`src/rtl/l1_cache_control_if.sv`:
```
// CPU-side and memory-side handshake bundle for the L1 cache controller.
// master = requester/memory side (testbench or core), slave = the controller.
interface l1_cache_control_if;
    logic         mem_read;
    logic         mem_write;
    logic [1:0]   mem_byte_enable;
    logic [15:0]  mem_address;
    logic [15:0]  mem_wdata;
    logic [15:0]  mem_rdata;
    logic         mem_resp;
    logic         pmem_read;
    logic         pmem_write;
    logic [15:0]  pmem_address;
    logic [127:0] pmem_wdata;
    logic [127:0] pmem_rdata;
    logic         pmem_resp;

    modport master (
        output mem_read, mem_write, mem_byte_enable, mem_address, mem_wdata,
        output pmem_rdata, pmem_resp,
        input  mem_rdata, mem_resp, pmem_read, pmem_write, pmem_address, pmem_wdata
    );

    modport slave (
        input  mem_read, mem_write, mem_byte_enable, mem_address, mem_wdata,
        input  pmem_rdata, pmem_resp,
        output mem_rdata, mem_resp, pmem_read, pmem_write, pmem_address, pmem_wdata
    );
endinterface

```
`src/rtl/l1_cache_control.sv`:
```
// 2-way set-associative L1 controller: hit compare, word merge, writeback/allocate FSM, per-set LRU.
// Optional hit/miss performance counters are built when L1_PERF_COUNTERS_EN is defined.
module l1_cache_control (
    input  logic                     clk,
    input  logic                     reset,
    l1_cache_control_if.slave        bus,
    output logic [2:0]               way_index,
    output logic [8:0]               way_tag_in,
    output logic [127:0]             way_data_in,
    output logic [3:0]               way0_array_write,
    output logic [3:0]               way1_array_write,
    output logic                     way0_dirty_in,
    output logic                     way1_dirty_in,
    input  logic                     way0_valid,
    input  logic                     way0_dirty,
    input  logic                     way1_valid,
    input  logic                     way1_dirty,
    input  logic [8:0]               way0_tag,
    input  logic [8:0]               way1_tag,
    input  logic [127:0]             way0_data,
    input  logic [127:0]             way1_data,
    output logic [15:0]              hit_count,
    output logic [15:0]              miss_count
);
    typedef enum logic [1:0] {IDLE, WRITEBACK, ALLOCATE} state_t;

    state_t       state;
    logic [7:0]   lru;

    logic [8:0]   req_tag;
    logic [2:0]   req_idx;
    logic [2:0]   req_word;
    logic         req;
    logic         hit0;
    logic         hit1;
    logic         hit;
    logic         hit_way;
    logic         victim;
    logic         vic_valid;
    logic         vic_dirty;
    logic [8:0]   vic_tag;
    logic [127:0] vic_data;
    logic [127:0] hit_line;
    logic         unused_addr_lsb;

    function automatic logic [127:0] merge_word(input logic [127:0] line,
                                                input logic [2:0]   word,
                                                input logic [1:0]   be,
                                                input logic [15:0]  wdata);
        logic [127:0] r;
        r = line;
        if (be[0]) r[{word, 4'h0} +: 8] = wdata[7:0];
        if (be[1]) r[{word, 4'h8} +: 8] = wdata[15:8];
        return r;
    endfunction

    assign req_tag         = bus.mem_address[15:7];
    assign req_idx         = bus.mem_address[6:4];
    assign req_word        = bus.mem_address[3:1];
    assign unused_addr_lsb = bus.mem_address[0];
    assign way_index       = req_idx;
    assign way_tag_in      = req_tag;

    assign req      = bus.mem_read | bus.mem_write;
    assign hit0     = way0_valid & (way0_tag == req_tag);
    assign hit1     = way1_valid & (way1_tag == req_tag);
    assign hit      = hit0 | hit1;
    // Way 0 wins if both ever matched, so the select is a single bit.
    assign hit_way  = ~hit0;
    assign hit_line = hit_way ? way1_data : way0_data;

    // Invalid ways are filled before the LRU choice is consulted.
    assign victim    = !way0_valid ? 1'b0 : (!way1_valid ? 1'b1 : lru[req_idx]);
    assign vic_valid = victim ? way1_valid : way0_valid;
    assign vic_dirty = victim ? way1_dirty : way0_dirty;
    assign vic_tag   = victim ? way1_tag   : way0_tag;
    assign vic_data  = victim ? way1_data  : way0_data;

    assign bus.mem_rdata = hit_line[{req_word, 4'h0} +: 16];

    always_comb begin
        bus.mem_resp     = 1'b0;
        bus.pmem_read    = 1'b0;
        bus.pmem_write   = 1'b0;
        bus.pmem_address = {bus.mem_address[15:4], 4'h0};
        bus.pmem_wdata   = vic_data;
        way_data_in      = merge_word(hit_line, req_word, bus.mem_byte_enable, bus.mem_wdata);
        way0_array_write = 4'b0000;
        way1_array_write = 4'b0000;
        way0_dirty_in    = (state == IDLE);
        way1_dirty_in    = (state == IDLE);
        case (state)
            IDLE: begin
                if (req && hit) begin
                    bus.mem_resp = 1'b1;
                    if (bus.mem_write) begin
                        if (hit_way) way1_array_write = 4'b1001;
                        else         way0_array_write = 4'b1001;
                    end
                end
            end
            WRITEBACK: begin
                bus.pmem_write   = 1'b1;
                bus.pmem_address = {vic_tag, req_idx, 4'h0};
            end
            ALLOCATE: begin
                bus.pmem_read = 1'b1;
                way_data_in   = bus.pmem_rdata;
                if (bus.pmem_resp) begin
                    if (victim) way1_array_write = 4'b1111;
                    else        way0_array_write = 4'b1111;
                end
            end
            default: ;
        endcase
        // A fill arriving in the reset cycle must not be installed.
        if (reset) begin
            bus.mem_resp     = 1'b0;
            bus.pmem_read    = 1'b0;
            bus.pmem_write   = 1'b0;
            way0_array_write = 4'b0000;
            way1_array_write = 4'b0000;
        end
    end

    always_ff @(posedge clk) begin
        if (reset) begin
            state <= IDLE;
            lru   <= 8'h00;
        end else begin
            case (state)
                IDLE: begin
                    if (req) begin
                        if (hit)                         lru[req_idx] <= ~hit_way;
                        else if (vic_valid && vic_dirty) state <= WRITEBACK;
                        else                             state <= ALLOCATE;
                    end
                end
                WRITEBACK: if (bus.pmem_resp) state <= ALLOCATE;
                ALLOCATE: begin
                    if (bus.pmem_resp) begin
                        lru[req_idx] <= ~victim;
                        state        <= IDLE;
                    end
                end
                default: state <= IDLE;
            endcase
        end
    end

`ifdef L1_PERF_COUNTERS_EN
    logic hit_evt;
    logic miss_evt;
    assign hit_evt  = (state == IDLE) && req && hit;
    assign miss_evt = (state == IDLE) && req && !hit;

    always_ff @(posedge clk) begin
        if (reset) begin
            hit_count  <= 16'h0000;
            miss_count <= 16'h0000;
        end else begin
            if (hit_evt  && hit_count  != 16'hFFFF) hit_count  <= hit_count  + 16'd1;
            if (miss_evt && miss_count != 16'hFFFF) miss_count <= miss_count + 16'd1;
        end
    end
`else
    assign hit_count  = 16'h0000;
    assign miss_count = 16'h0000;
`endif
endmodule

```
`src/flat_wrapper.sv`:
```
// flat-port wrapper written by rule: the top's interface ports become plain ports
module l1_cache_control_flat 
  (clk, reset, way_index, way_tag_in, way_data_in, way0_array_write, way1_array_write, way0_dirty_in, way1_dirty_in, way0_valid, way0_dirty, way1_valid, way1_dirty, way0_tag, way1_tag, way0_data, way1_data, hit_count, miss_count, bus_mem_read, bus_mem_write, bus_mem_byte_enable, bus_mem_address, bus_mem_wdata, bus_pmem_rdata, bus_pmem_resp, bus_mem_rdata, bus_mem_resp, bus_pmem_read, bus_pmem_write, bus_pmem_address, bus_pmem_wdata);
  l1_cache_control_if bus_i ();
  input  logic clk;
  input  logic reset;
  output logic [2:0] way_index;
  output logic [8:0] way_tag_in;
  output logic [127:0] way_data_in;
  output logic [3:0] way0_array_write;
  output logic [3:0] way1_array_write;
  output logic way0_dirty_in;
  output logic way1_dirty_in;
  input  logic way0_valid;
  input  logic way0_dirty;
  input  logic way1_valid;
  input  logic way1_dirty;
  input  logic [8:0] way0_tag;
  input  logic [8:0] way1_tag;
  input  logic [127:0] way0_data;
  input  logic [127:0] way1_data;
  output logic [15:0] hit_count;
  output logic [15:0] miss_count;
  input wire logic [$bits(bus_i.mem_read)-1:0] bus_mem_read;
  input wire logic [$bits(bus_i.mem_write)-1:0] bus_mem_write;
  input wire logic [$bits(bus_i.mem_byte_enable)-1:0] bus_mem_byte_enable;
  input wire logic [$bits(bus_i.mem_address)-1:0] bus_mem_address;
  input wire logic [$bits(bus_i.mem_wdata)-1:0] bus_mem_wdata;
  input wire logic [$bits(bus_i.pmem_rdata)-1:0] bus_pmem_rdata;
  input wire logic [$bits(bus_i.pmem_resp)-1:0] bus_pmem_resp;
  output wire logic [$bits(bus_i.mem_rdata)-1:0] bus_mem_rdata;
  output wire logic [$bits(bus_i.mem_resp)-1:0] bus_mem_resp;
  output wire logic [$bits(bus_i.pmem_read)-1:0] bus_pmem_read;
  output wire logic [$bits(bus_i.pmem_write)-1:0] bus_pmem_write;
  output wire logic [$bits(bus_i.pmem_address)-1:0] bus_pmem_address;
  output wire logic [$bits(bus_i.pmem_wdata)-1:0] bus_pmem_wdata;
  assign bus_i.mem_read = bus_mem_read;
  assign bus_i.mem_write = bus_mem_write;
  assign bus_i.mem_byte_enable = bus_mem_byte_enable;
  assign bus_i.mem_address = bus_mem_address;
  assign bus_i.mem_wdata = bus_mem_wdata;
  assign bus_i.pmem_rdata = bus_pmem_rdata;
  assign bus_i.pmem_resp = bus_pmem_resp;
  assign bus_mem_rdata = bus_i.mem_rdata;
  assign bus_mem_resp = bus_i.mem_resp;
  assign bus_pmem_read = bus_i.pmem_read;
  assign bus_pmem_write = bus_i.pmem_write;
  assign bus_pmem_address = bus_i.pmem_address;
  assign bus_pmem_wdata = bus_i.pmem_wdata;
  l1_cache_control u_core (.clk(clk), .reset(reset), .bus(bus_i), .way_index(way_index), .way_tag_in(way_tag_in), .way_data_in(way_data_in), .way0_array_write(way0_array_write), .way1_array_write(way1_array_write), .way0_dirty_in(way0_dirty_in), .way1_dirty_in(way1_dirty_in), .way0_valid(way0_valid), .way0_dirty(way0_dirty), .way1_valid(way1_valid), .way1_dirty(way1_dirty), .way0_tag(way0_tag), .way1_tag(way1_tag), .way0_data(way0_data), .way1_data(way1_data), .hit_count(hit_count), .miss_count(miss_count));
endmodule
```
`config.mk`:
```
export PLATFORM = sky130hd
export DESIGN_NAME = l1_cache_control_flat
export DESIGN_NICKNAME = d
export VERILOG_FILES = /design/src/rtl/l1_cache_control_if.sv /design/src/rtl/l1_cache_control.sv /design/src/flat_wrapper.sv
export SDC_FILE = /design/constraint.sdc
export NUM_CORES = 1
export LEC_CHECK = 0
export CAP_MARGIN = 20
export CORE_AREA = 4 4 302 304
export CTS_BUF_LIST = sky130_fd_sc_hd__clkbuf_16
export CTS_CLUSTER_SIZE = 40
export DETAILED_ROUTE_END_ITERATION = 16
export DIE_AREA = 0 0 306 308
export SYNTH_ARGS = -nofsm -noshare
export SYNTH_HDL_FRONTEND = slang
export SYNTH_SLANG_ARGS = --single-unit
```
`constraint.sdc`:
```
create_clock -name clk -period 5.78 [get_ports clk]
set_input_delay 1.156 -clock clk [delete_from_list [all_inputs] [get_ports clk]]
set_output_delay 1.156 -clock clk [all_outputs]
set_load 0.005 [all_outputs]
```
==> results by group <==
Logic synthesis
  • Number of enable flip-flop cells after synthesis: 0
  • Synth top area cells: sky130_fd_sc_hd__mux2_1 13%, sky130_fd_sc_hd__mux2_2 12%, sky130_fd_sc_hd__mux2i_1 9.9%
  • Synthesized area per cell: 7.343 um2
  • Number of warnings reported in the yosys synthesis log: 0
  • Count of unique library cells instantiated by Yosys: 62
  • Cell Area, Synth: 8915 um2
  • Area share of the largest cell type after synthesis: 0.1326
  • Cell count after synthesis: 1,214
  • Sequential cell area fraction in the yosys report: 0.02246
  • Most used DFF post-synth: sky130_fd_sc_hd__dfxtp_1
  • Fraction of registers with async set/reset: 0
  • Post-synthesis cell type with the largest combined area: sky130_fd_sc_hd__mux2_1
  • Register bit total from synthesis: 10

Worst setup path
  • Kind of end point of the critical path: output pin
  • Data arrival time of the critical path: 4.53 ns
  • Nature of the critical path startpoint: primary input
  • Worst Path Max Fanout: 8
  • Slowest-stage cell, CP: sky130_fd_sc_hd__clkdlybuf4s50_1
  • Worst endpoint required time: 4.62 ns
  • Setup slack of the worst register-to-register path: 3.31 ns
  • Crit-path max cell delay: 0.60 ns
  • Cell breakdown of the critical path: clkdlybuf4s50_1 -> buf_4 -> inv_1 -> ha_1 -> ha_1 -> nor3b_1 -> nand2_1 -> mux2_2 -> a21oi_1 -> clkdlybuf4s50_1
  • Worst setup path class: primary input to output pin

Layout
  • Sequential Area: 200.2 um2
  • Filler instances: 9,872
  • Fraction of layout instances using a drive strength above 1: 0.1435
  • Layout Nets: 2,403
  • Layout overhead on the synthesized area: 105.6%
  • Non-Filler Instances: 3,122
  • Area of the multi-input gates: 7975 um2
  • Final design area excluding fillers: 18,330 um2

Clocking
  • Clock Tree Buf Depth: 2
  • Clock latency on the worst-skew pair: 0.24 ns
  • H-tree lvl count: 1
  • Reg clk slew, reported paths: 0.05 ns
  • Total of cells resized after clock tree synthesis: 0
  • Number of clock sinks seen by CTS: 10
  • Clk Tree Root Cell: sky130_fd_sc_hd__clkbuf_16
  • TritonCTS clock tree: done
  • TritonCTS Buffers: 3

Floorplan
  • Area inside the core boundary: 88,240 um2
  • Count of standard-cell rows: 109
  • Initial standard-cell utilization of the core: 0.1010
  • Die outline width: 306 um
  • # IOs: 790
  • Vertical die dimension: 308 um
  • Die Area: 94,250 um2

Route
  • Initial drt markers: 991
  • Final Routed Wirelength: 84,250 um
  • Vias post-DR: 12,997
  • Detail Route Antenna Nets: 0
  • Pre-Repair DR Iteration Count: 5
  • Vias per cell: 4.163
  • Post-DR wirelength/cell: 26.99 um
  • Drt drc: 0

Global route
  • Maximum number of pins on one net before global-route repair: 67
  • Vias in the first global route: 13,139
  • GRT Resource Usage Total: 0.1658
  • Global-route wire length before repair: 110,600 um
  • Antenna violations before repair: 15
  • Final global-route overflow total: 0

Outcome
  • Run status: finished clean

STA
  • Unrepaired setup endpoints after global routing: yes
  • Skew final: 0.006549 ns
  • Setup TNS: 0 ns
  • Final min period: 5.686 ns
  • Period Utilization, post-route: 0.9837
  • Final-report max-slew violation count: 0
  • Final Hold Viols: 0
  • Setup-violating endpoint count in the final report: 0
  • Maximum clock rate: 175.9 MHz
  • Normalized max-slew margin: 0.4474
  • Transition time at the pin with the least slew margin: 0.8289 ns

Placed design
  • Count of placed standard cells including taps: 3,112
  • Post-place instance area: 18,230 um2
  • Total half-perimeter wirelength after legalization and detailed placement: 73,360 um
  • Count of input and output buffers: 752
  • Global placer's final weighted congestion: 0.8958

Pwr
  • Max rail drop VDD: 0.00009233 V
  • Reported leakage power: 0.007064 uW
  • Total power density per cell area: 114.1 nW/um2
  • Final Total Pwr: 2091 uW

Min path
  • Classification of the worst-slack hold path: register to register

Job
  • Max Cap Viol: 0
[cells by family (layout without fill, tap and decap cells)]
family | Yosys count | count (layout) | share of synthesized area
buffers and inverters | 174 | 876 | 0.1064
other | 1 | 42 | 0.0004206
XOR/XNOR | 18 | 18 | 0.01768
AND/OR/NAND/NOR | 346 | 346 | 0.1732
flip-flops | 10 | 10 | 0.02246
adder cells (fa/ha/maj) | 6 | 6 | 0.008421
AO/OA/AOI/OAI | 345 | 345 | 0.2568
multiplexers | 314 | 314 | 0.4146
[area by class of cell]
type                       count  share of cell area
clock buffer                   3            0.004097
antenna                        6           0.0008193
inverter                       6            0.001229
timing repair buffer         866              0.4680
multi-input combinational   1065              0.4352
clock inverter                 1           0.0002048
sequential                    10             0.01092
tap                         1165             0.07954
[critical path: cells and delay by family]
kind,cells,cell delay (ns)
AO/OA/AOI/OAI,1,0.27
adder cells (fa/ha/maj),2,0.64
buffers and inverters,4,1.28
multiplexers,1,0.39
AND/OR/NAND/NOR,2,0.75
[final timing paths]
path | startpoint | end | cells past startpoint
setup reg to reg | u_core.state[1] | u_core.lru[3] | 5
hold reg to reg | u_core.lru[4] | u_core.lru[4] | 2
hold / removal | u_core.lru[4] | u_core.lru[4] | 2
setup / recovery | bus_mem_address[1] | way_data_in[81] | 10
[synthesized netlist by cell type, types with 11 or more instances]
cell type                  instances
sky130_fd_sc_hd__mux2_1          105
sky130_fd_sc_hd__nand2b_1         11
sky130_fd_sc_hd__nand2_1         122
sky130_fd_sc_hd__xnor2_1          18
sky130_fd_sc_hd__buf_2            17
sky130_fd_sc_hd__nor2_1          122
sky130_fd_sc_hd__buf_4            63
sky130_fd_sc_hd__clkbuf_1         71
sky130_fd_sc_hd__nand3_1          44
sky130_fd_sc_hd__a311oi_1         35
sky130_fd_sc_hd__a211oi_1         13
sky130_fd_sc_hd__o211ai_1         25
sky130_fd_sc_hd__o21ai_1          12
sky130_fd_sc_hd__mux2_2           97
sky130_fd_sc_hd__buf_1            12
sky130_fd_sc_hd__o21a_1           20
sky130_fd_sc_hd__mux2i_1          88
sky130_fd_sc_hd__mux4_2           24
sky130_fd_sc_hd__a21oi_1         149
sky130_fd_sc_hd__nand4_1          12
sky130_fd_sc_hd__a21o_1           41
[timing repair]
action | 4_1_cts | 5_1_grt
hold buffers | 0 | 0
hold endpoints to repair | 0 | 0
setup endpoints to repair | 0 | 2
buffers inserted | 0 | 0
[power by group]
part | switching [uW] | total, uW | internal [uW]
combinational | 870 | 1890 | 1020
clock | 34.0 | 125 | 90.9
sequential | 3.07 | 74.0 | 70.9
total | 907 | 2090 | 1180
[metal layers]
metal,share of wire,vias to the layer above,GRT usage
li1,-,5967,-
met1,0.43,6248,0.2124
met2,0.49,696,0.2937
met3,0.064,74,0.02877
met4,0.020,12,0.02976
met5,0.00087,-,0
[placed cells by master (no fill, tap or decap), types with 6 or more instances in the layout]
master,instances
sky130_fd_sc_hd__nor2_1,120
sky130_fd_sc_hd__clkdlybuf4s50_1,731
sky130_fd_sc_hd__nand3_1,44
sky130_fd_sc_hd__nand2b_1,10
sky130_fd_sc_hd__nand4_1,12
sky130_fd_sc_hd__conb_1,36
sky130_fd_sc_hd__mux2i_1,88
sky130_fd_sc_hd__a311oi_1,35
sky130_fd_sc_hd__a21o_1,41
sky130_fd_sc_hd__xnor2_1,18
sky130_fd_sc_hd__ha_1,6
sky130_fd_sc_hd__a221oi_1,8
sky130_fd_sc_hd__diode_2,6
sky130_fd_sc_hd__a21oi_1,149
sky130_fd_sc_hd__mux2_1,105
sky130_fd_sc_hd__dfxtp_1,10
sky130_fd_sc_hd__mux4_2,24
sky130_fd_sc_hd__a211oi_1,13
sky130_fd_sc_hd__o21a_1,20
sky130_fd_sc_hd__buf_12,20
sky130_fd_sc_hd__nand2_1,122
sky130_fd_sc_hd__buf_4,113
sky130_fd_sc_hd__o211ai_1,25
sky130_fd_sc_hd__mux2_2,97
sky130_fd_sc_hd__a31oi_1,6
sky130_fd_sc_hd__o21ai_1,12
[state kept, by name, indices dropped and copies added (netlist names)]
signal,flops
u_core.state,2
u_core.lru,8
[per-stage QoR]
stage               worst slack, ns    util  hold slack (ns)
finish                      0.09409  0.2077           0.4665
global route               -0.02592  0.2076           0.4933
CTS                         0.09715  0.2075           0.4760
detailed placement           0.1165  0.2066           0.4648
global placement             0.1058  0.2066           0.4617
floorplan                    0.6246       -           0.4447
(Power assumes the default switching activity.)
